--- config.mk ---
export PLATFORM = sky130hd
export DESIGN_NAME = mem_port_arbiter
export DESIGN_NICKNAME = d
export VERILOG_FILES = /design/src/rtl/mem_port_arbiter.sv
export SDC_FILE = /design/constraint.sdc
export NUM_CORES = 1
export LEC_CHECK = 0
export BUFFER_PORTS_ARGS = -buffer_cell sky130_fd_sc_hd__buf_2
export CORE_AREA = 2 2 105 107
export CTS_BUF_LIST = sky130_fd_sc_hd__clkbuf_4
export DETAILED_ROUTE_END_ITERATION = 12
export DIE_AREA = 0 0 107 109
export PLACE_DENSITY = 0.77
export SLEW_MARGIN = 20
export SYNTH_ARGS = -nofsm -noshare
export SYNTH_HDL_FRONTEND = slang
export SYNTH_SLANG_ARGS = --single-unit
--- constraint.sdc ---
create_clock -name clk -period 2.4 [get_ports clk]
set_clock_uncertainty 0.1 [all_clocks]
set_input_delay 0.24 -clock clk [delete_from_list [all_inputs] [get_ports clk]]
set_output_delay 0.24 -clock clk [all_outputs]
set_load 0.01 [all_outputs]
--- src/rtl/mem_port_arbiter.sv ---
// Shared memory port sequencer: data stage over instruction fetch, fixed latency.
// Optional fetch starvation guard enabled by defining ARB_STARVE_GUARD_EN.
module mem_port_arbiter #(
    parameter int MEM_LATENCY     = 2,
    parameter int MAX_DATA_STREAK = 4
) (
    input  logic        clk,
    input  logic        rst_n,
    input  logic        if_req,
    input  logic [31:0] if_addr,
    output logic        if_ack,
    output logic [31:0] if_rdata,
    input  logic        dm_req,
    input  logic        dm_write,
    input  logic        dm_word,
    input  logic [31:0] dm_addr,
    input  logic [31:0] dm_wdata,
    output logic        dm_ack,
    output logic [31:0] dm_rdata,
    output logic        mem_en,
    output logic        mem_we,
    output logic        mem_word,
    output logic [31:0] mem_addr,
    output logic [31:0] mem_wdata,
    input  logic [31:0] mem_rdata,
    output logic        busy,
    output logic        grant_data
);

    if (MEM_LATENCY < 1 || MEM_LATENCY > 15 || MAX_DATA_STREAK < 1) begin : g_bad_param
        $error("mem_port_arbiter: illegal parameter value");
    end

    typedef enum logic [1:0] {IDLE, ACCESS, WAIT, RESP} state_t;

    localparam logic [3:0] WAIT_LOAD =
        (MEM_LATENCY > 1) ? 4'(MEM_LATENCY - 2) : 4'd0;

    state_t      state;
    state_t      state_nxt;
    logic [3:0]  cnt;
    logic        req_any;
    logic        grant;
    logic        pick_data;
    logic        resp;
    logic [7:0]  lane;

    assign req_any = if_req | dm_req;
    assign grant   = (state == IDLE) && req_any;

`ifdef ARB_STARVE_GUARD_EN
    localparam int SW = $clog2(MAX_DATA_STREAK + 1);
    localparam logic [SW-1:0] STREAK_MAX = SW'(MAX_DATA_STREAK);

    logic [SW-1:0] streak;
    logic          force_fetch;

    assign force_fetch = if_req && (streak >= STREAK_MAX);
    assign pick_data   = dm_req && !force_fetch;

    // Counts only data grants that made a waiting fetch wait longer.
    always_ff @(posedge clk or negedge rst_n) begin
        if (!rst_n) begin
            streak <= '0;
        end else if (grant) begin
            if (!pick_data || !if_req) begin
                streak <= '0;
            end else if (streak != STREAK_MAX) begin
                streak <= streak + 1'b1;
            end
        end
    end
`else
    assign pick_data = dm_req;
`endif

    always_ff @(posedge clk or negedge rst_n) begin
        if (!rst_n) begin
            state <= IDLE;
        end else begin
            state <= state_nxt;
        end
    end

    always_comb begin
        state_nxt = state;
        unique case (state)
            IDLE:    if (req_any) state_nxt = ACCESS;
            ACCESS:  state_nxt = (MEM_LATENCY == 1) ? RESP : WAIT;
            WAIT:    if (cnt == 4'd0) state_nxt = RESP;
            RESP:    state_nxt = IDLE;
            default: state_nxt = IDLE;
        endcase
    end

    always_ff @(posedge clk or negedge rst_n) begin
        if (!rst_n) begin
            cnt        <= '0;
            mem_en     <= 1'b0;
            mem_we     <= 1'b0;
            mem_word   <= 1'b0;
            mem_addr   <= '0;
            mem_wdata  <= '0;
            grant_data <= 1'b0;
        end else begin
            mem_en <= grant;
            if (grant) begin
                grant_data <= pick_data;
                mem_we     <= pick_data & dm_write;
                mem_word   <= pick_data ? dm_word : 1'b1;
                mem_addr   <= pick_data ? dm_addr : if_addr;
                mem_wdata  <= pick_data ? dm_wdata : 32'd0;
            end
            if (state == ACCESS) begin
                cnt <= WAIT_LOAD;
            end else if (state == WAIT && cnt != 4'd0) begin
                cnt <= cnt - 4'd1;
            end
        end
    end

    assign busy = (state != IDLE);
    assign resp = (state == RESP);

    always_comb begin
        lane = mem_rdata[7:0];
        unique case (mem_addr[1:0])
            2'd0: lane = mem_rdata[7:0];
            2'd1: lane = mem_rdata[15:8];
            2'd2: lane = mem_rdata[23:16];
            2'd3: lane = mem_rdata[31:24];
            default: lane = mem_rdata[7:0];
        endcase
    end

    assign if_ack   = resp && !grant_data;
    assign dm_ack   = resp && grant_data;
    assign if_rdata = if_ack ? mem_rdata : 32'd0;

    always_comb begin
        dm_rdata = 32'd0;
        if (dm_ack && !mem_we) begin
            dm_rdata = mem_word ? mem_rdata : {{24{lane[7]}}, lane};
        end
    end

endmodule

-- Word level (Yosys, flattened, before mapping)
Cells that the tools add are included.
- output and inout port bits: 135
- input port bits: 134
- logic and storage cells: 45
- flip-flop bits (word level): 74
- reduce and logical (&&, ||, !) cells: 14
- bitwise logic cells: 2
- add/sub/neg operators: 1
- equal/unequal tests: 8
- multiplexer cells: 12
- operator list (cell ; count):
    2-to-1 mux 32 bit ; 5
    case mux 8 bit (4 select lines) ; 1
    == test 2 bit, second input constant ; 4
    2-to-1 mux 4 bit ; 2
    case mux 2 bit (4 select lines) ; 1
    logical AND 1 bit ; 5
    == test 2 x 1 -> 1 bit, second input constant ; 2
    zero test 2 bit ; 2
    zero test 4 bit ; 1
    2-to-1 mux 2 bit ; 2
    inequality test 2 bit, second input constant ; 2
    nonzero test 2 bit ; 2
    nonzero test 4 bit ; 1
    subtractor 4 x 1 -> 4 bit, second input constant ; 1
    zero test 1 bit ; 2
    AND reduction 2 bit ; 1
    bitwise AND 1 bit ; 1
    2-to-1 mux 1 bit ; 1
    bitwise OR 1 bit ; 1

-- Logic depth before layout (Yosys ltp)
- depth after elaboration: 4
- depth in mapped cells: 7

-- Worst setup path after synthesis
Ideal clock, no wire load.
- path kind: register -> register
- start point: reg cnt[0]
- end point: reg state[1]
- required time: 2.175 ns
- library setup time: 0.125 ns
- stages on the path, launching flop included: 6
- slack: 0.598 ns
- arrival time: 1.578 ns
- clock period less this slack: 1.802 ns
- cell sequence: dfrtp_1 > inv_1 > ha_1 > or3b_1 > a22oi_1 > mux2_2
- cells in the longest elaborated chain, start to end: 3
- RTL lines (what ; line ; text):
    start, declared ; 41 ; logic [3:0] cnt;
    start signal, assigned ; 117 ; cnt <= cnt - 4'd1;
    zero test 4 bit ; 90 ; WAIT: if (cnt == 4'd0) state_nxt = RESP;
    inequality test 2 bit (no line) ; - ;
    AND reduction 2 bit (no line) ; - ;
    end signal, assigned ; 81 ; state <= state_nxt;
    end, declared ; 39 ; state_t state;
Every way passes these cells.
A chain may end at the register's enable or synchronous reset.

-- Worst setup path in the final report
- start point: reg mem_addr[1]
- end point: out dm_rdata[8]
- cells in the longest elaborated chain, start to end: 4
- RTL lines (what ; line ; text):
    start, declared ; 23 ; output logic [31:0] mem_addr,
    start signal, assigned ; 111 ; mem_addr <= pick_data ? dm_addr : if_addr;
    == test 2 bit, or another cell as far along ; 127 ; unique case (mem_addr[1:0])
    case mux 8 bit (4 select lines) * ; 127 ;
    2-to-1 mux 32 bit * ; 143 ; dm_rdata = mem_word ? mem_rdata : {{24{lane[7]}}, lane};
    2-to-1 mux 32 bit * ; 142 ; if (dm_ack && !mem_we) begin
    end, declared ; 19 ; output logic [31:0] dm_rdata,
Mark *: on every way between the ends. The rest lies on a longest branch, timed or not.

==> results by stage <==
Run status:
- The flow ran to the end, and the final reports show no timing, DRC or antenna violations.

Critical path:
- The maximum fanout count along the critical path is 25.
- The class of the most critical setup path is flip-flop to output port.
- The kind of start point of the critical path is a flip-flop.
- The worst endpoint data arrival time is 1.93 ns.
- For the worst setup path, the data required time is 2.06 ns.
- The category of the worst setup path capture point is an output port.

Clocking:
- The number of sinks driven by the clock tree is 74.
- The maximum clock path buffer count is 2.
- The root buffer cell is sky130_fd_sc_hd__clkbuf_4.
- The number of clock buffers inserted by TritonCTS is 9.
- Buffers added to address setup during post-CTS repair amount to 0.
- Clock-pin slew was measured on the worst setup and hold paths at 0.12 ns.
- The TritonCTS clock tree is done.
- At the later pin of the worst-skew pair, clock insertion delay measures 0.40 ns.
- The H-tree was split into 3 levels.

Synth:
- After synthesis, the cell types taking the most area are sky130_fd_sc_hd__dfrtp_1 (46%), sky130_fd_sc_hd__nand2_1 (9.7%), sky130_fd_sc_hd__mux2i_1 (8.7%), sky130_fd_sc_hd__and2_1 (5.1%), sky130_fd_sc_hd__a21oi_2 (4.3%).
- The number of instances in the synthesized netlist is 461.
- Counting every net in the synthesized netlist gives 601.
- The synthesized netlist occupies a cell area of 4030 µm².
- The synthesized design contains 0 enable-type register cells.
- The prevailing post-synth register cell is sky130_fd_sc_hd__dfrtp_1.
- The share of the Yosys chip area taken by registers is 45.9%.
- The fraction of post-synthesis cell area in the top cell type by area is 45.9%.
- During synthesis, Yosys emitted a total of 0 warnings.
- The cell taking the most area after synthesis is sky130_fd_sc_hd__dfrtp_1.
- In this run, distinct cell masters in the synthesized netlist total 35.
- The share of flip-flops with an asynchronous set or reset after synthesis is 100%.
- The number of register bits inferred by synthesis is 74.
- The average size of a mapped cell is 8.75 µm².

Placement:
- The total instance count after detailed placement is 848.
- The congestion estimate from routability-driven global placement came to 0.900.
- Detailed placement finished with a half-perimeter wire length of 9.59 mm.
- Prior to clock tree synthesis, the placed netlist has a worst setup slack of 0.488 ns.
- The count of input and output buffers is 268.
- After detailed placement, the total cell area comes to 5530 µm².

Flow run:
- Across the run, the number of max-cap violations was 0.

Die:
- For this configuration, the core starts out at a cell density of 38.0%.
- The area of the placeable core is 10600 µm².
- The horizontal extent of the die is 107 µm.
- In this run the vertical extent of the chip is 109 µm.
- The count of standard-cell rows is 38.
- The area of the die is 11700 µm².
- 269 I/O pins were placed.

Global routing:
- Entering global routing, the biggest net connects 63 pins.
- The overall overflow remaining after global route is 0.
- The met2 usage in global routing is 42.9%.
- The initial antenna violation count came to 1.
- In the global route stage, overall resource usage came out at 22.3%.
- The number of global-route vias before repair came to 4103.
- After global routing, the most crowded layer is met2.
- For met1 alone, demand over resource in global routing was 23.5%.
- The first global-routing pass estimated 20.4 mm of wire.
- The global-route met3 utilization is 5.32%.

Drt:
- The total via count in the routed design is 4301.
- The number of remaining DRC errors is 0.
- The detailed router finished its first iteration with 274 violations.
- The final routed wirelength across all metal layers is 13.4 mm.
- The number of vias per cell is 4.71.
- The number of nets with antenna violations after detailed routing is 0.
- The detailed-route wire length per cell is 14.7 µm.
- The first TritonRoute pass finished after 4 iterations.

Timing:
- The highest clock frequency the design can meet is 441 MHz.
- The worst max-slew margin expressed relative to the limit is 66.3%.
- The clock period could shrink to 2.27 ns.
- The total count of max-transition violations in the final report was 0.
- The number of hold violations in the final report is 0.
- Setup repair after global routing left no endpoint under its margin.
- Hold timing on the final database bottoms out at a slack of 0.0219 ns.
- The slack of the critical path is 0.134 ns.
- For the pin with the worst max-slew slack, the measured transition is 0.505 ns.
- The total negative slack for setup checks is 0 ns.
- After layout, the worst path uses 94.4% of the clock period.
- Setup violations remaining at the end of the flow were counted as 0.

Layout:
- The library cells used most frequently in the layout, excluding fill and tap cells, are sky130_fd_sc_hd__buf_2 (266), sky130_fd_sc_hd__nand2_1 (104), sky130_fd_sc_hd__dfrtp_1 (74).
- The area growth from synthesis to layout is 53.4%.
- The most common cell after layout, fill and taps aside is sky130_fd_sc_hd__buf_2.
- The layout cell share with drive strength beyond 1 is 42.3%.
- The final instance area is 6190 µm².
- The number of nets in the finished design is 908.
- The final cell count without fillers is 914.
- The final core utilization is 58.3%.

Pwr:
- The power per unit of standard cell area is 970 nW/µm².
- For this design the static power due to leakage is 3.57 nW.
- The sum of internal, switching and leakage power is 6.00 mW.
- The worst-case IR drop observed on VDD is 532 µV.

Worst hold path:
- In this run the worst hold path is classified as input pin to flip-flop.
==> state kept, by name (all words and copies together) (netlist names) <==
signal      count
grant_data      1
state           2
mem_we          1
mem_wdata      32
mem_en          1
mem_word        1
mem_addr       32
cnt             4
==> final cells by class <==
cell class	count	area (µm²)
fill	972	4420
antenna	1	2.50
tap	140	175
sequential	74	1850
timing repair buffer	329	1960
inverter	33	124
clock buffer	9	67.6
clock inverter	7	93.8
multi-input combinational	321	1920
==> cell usage after synthesis (2+ instances only) <==
library cell / instances
sky130_fd_sc_hd__nor3_1: 7
sky130_fd_sc_hd__mux2_2: 7
sky130_fd_sc_hd__a21oi_1: 7
sky130_fd_sc_hd__inv_1: 33
sky130_fd_sc_hd__o22ai_1: 7
sky130_fd_sc_hd__and2_1: 33
sky130_fd_sc_hd__ha_1: 6
sky130_fd_sc_hd__a21oi_2: 20
sky130_fd_sc_hd__dfrtp_1: 74
sky130_fd_sc_hd__clkbuf_1: 20
sky130_fd_sc_hd__nor2_1: 12
sky130_fd_sc_hd__buf_1: 3
sky130_fd_sc_hd__mux2i_1: 35
sky130_fd_sc_hd__nand3_1: 33
sky130_fd_sc_hd__nor2b_1: 2
sky130_fd_sc_hd__buf_2: 8
sky130_fd_sc_hd__o21ai_0: 32
sky130_fd_sc_hd__buf_6: 2
sky130_fd_sc_hd__nand2_1: 104
==> worst paths after layout <==
check	startpoint	end	slack (ns)	cells after the start
min reg2reg	mem_wdata[15]$_DFFE_PN0P_	mem_wdata[15]$_DFFE_PN0P_	0.37	2
max	mem_addr[1]$_DFFE_PN0P_	dm_rdata[8]	0.13	6
min	dm_addr[11]	mem_addr[11]$_DFFE_PN0P_	0.02	3
max in group asynchronous	rst_n	mem_wdata[18]$_DFFE_PN0P_	1.43	3
min in group asynchronous	rst_n	mem_addr[15]$_DFFE_PN0P_	0.20	2
max reg2reg	cnt[0]$_DFFE_PN0P_	state[1]$_DFFE_PN0P_	0.47	5
==> report_power, final <==
part	switching (mW)	internal, mW
sequential	0.296	1.78
combinational	1.81	1.25
clock	0.452	0.420
total	2.56	3.45
==> logic make-up after synthesis <==
logic type	count (synthesis)	synth area share [%]
AND/OR/NAND/NOR	196	22.2
AO/OA/AOI/OAI	77	12.6
flip-flops	74	45.9
buffers and inverters	66	6.76
multiplexers	42	10.6
adder cells (fa/ha/maj)	6	1.86
==> critical path, cell delays in order (launching register included) <==
cell and delay, ns:
sky130_fd_sc_hd__dfrtp_1 0.40, sky130_fd_sc_hd__buf_4 0.19, sky130_fd_sc_hd__mux2i_1 0.12, sky130_fd_sc_hd__a221o_1 0.33
sky130_fd_sc_hd__buf_6 0.20, sky130_fd_sc_hd__a21oi_1 0.13, sky130_fd_sc_hd__buf_2 0.14
==> per-layer routing <==
layer	vias up	wire length, µm
met5	-	0
met4	0	357
met3	27	984
met2	186	7280
met1	1962	4770
li1	2126	-
==> what timing repair did <==
action,in CTS,in global routing
gates resized for setup,0,1
hold buffers,49,0
hold endpoints to repair,72,0
endpoints found under the setup margin,0,3
Note: power is estimated with default switching activity, not from simulation.
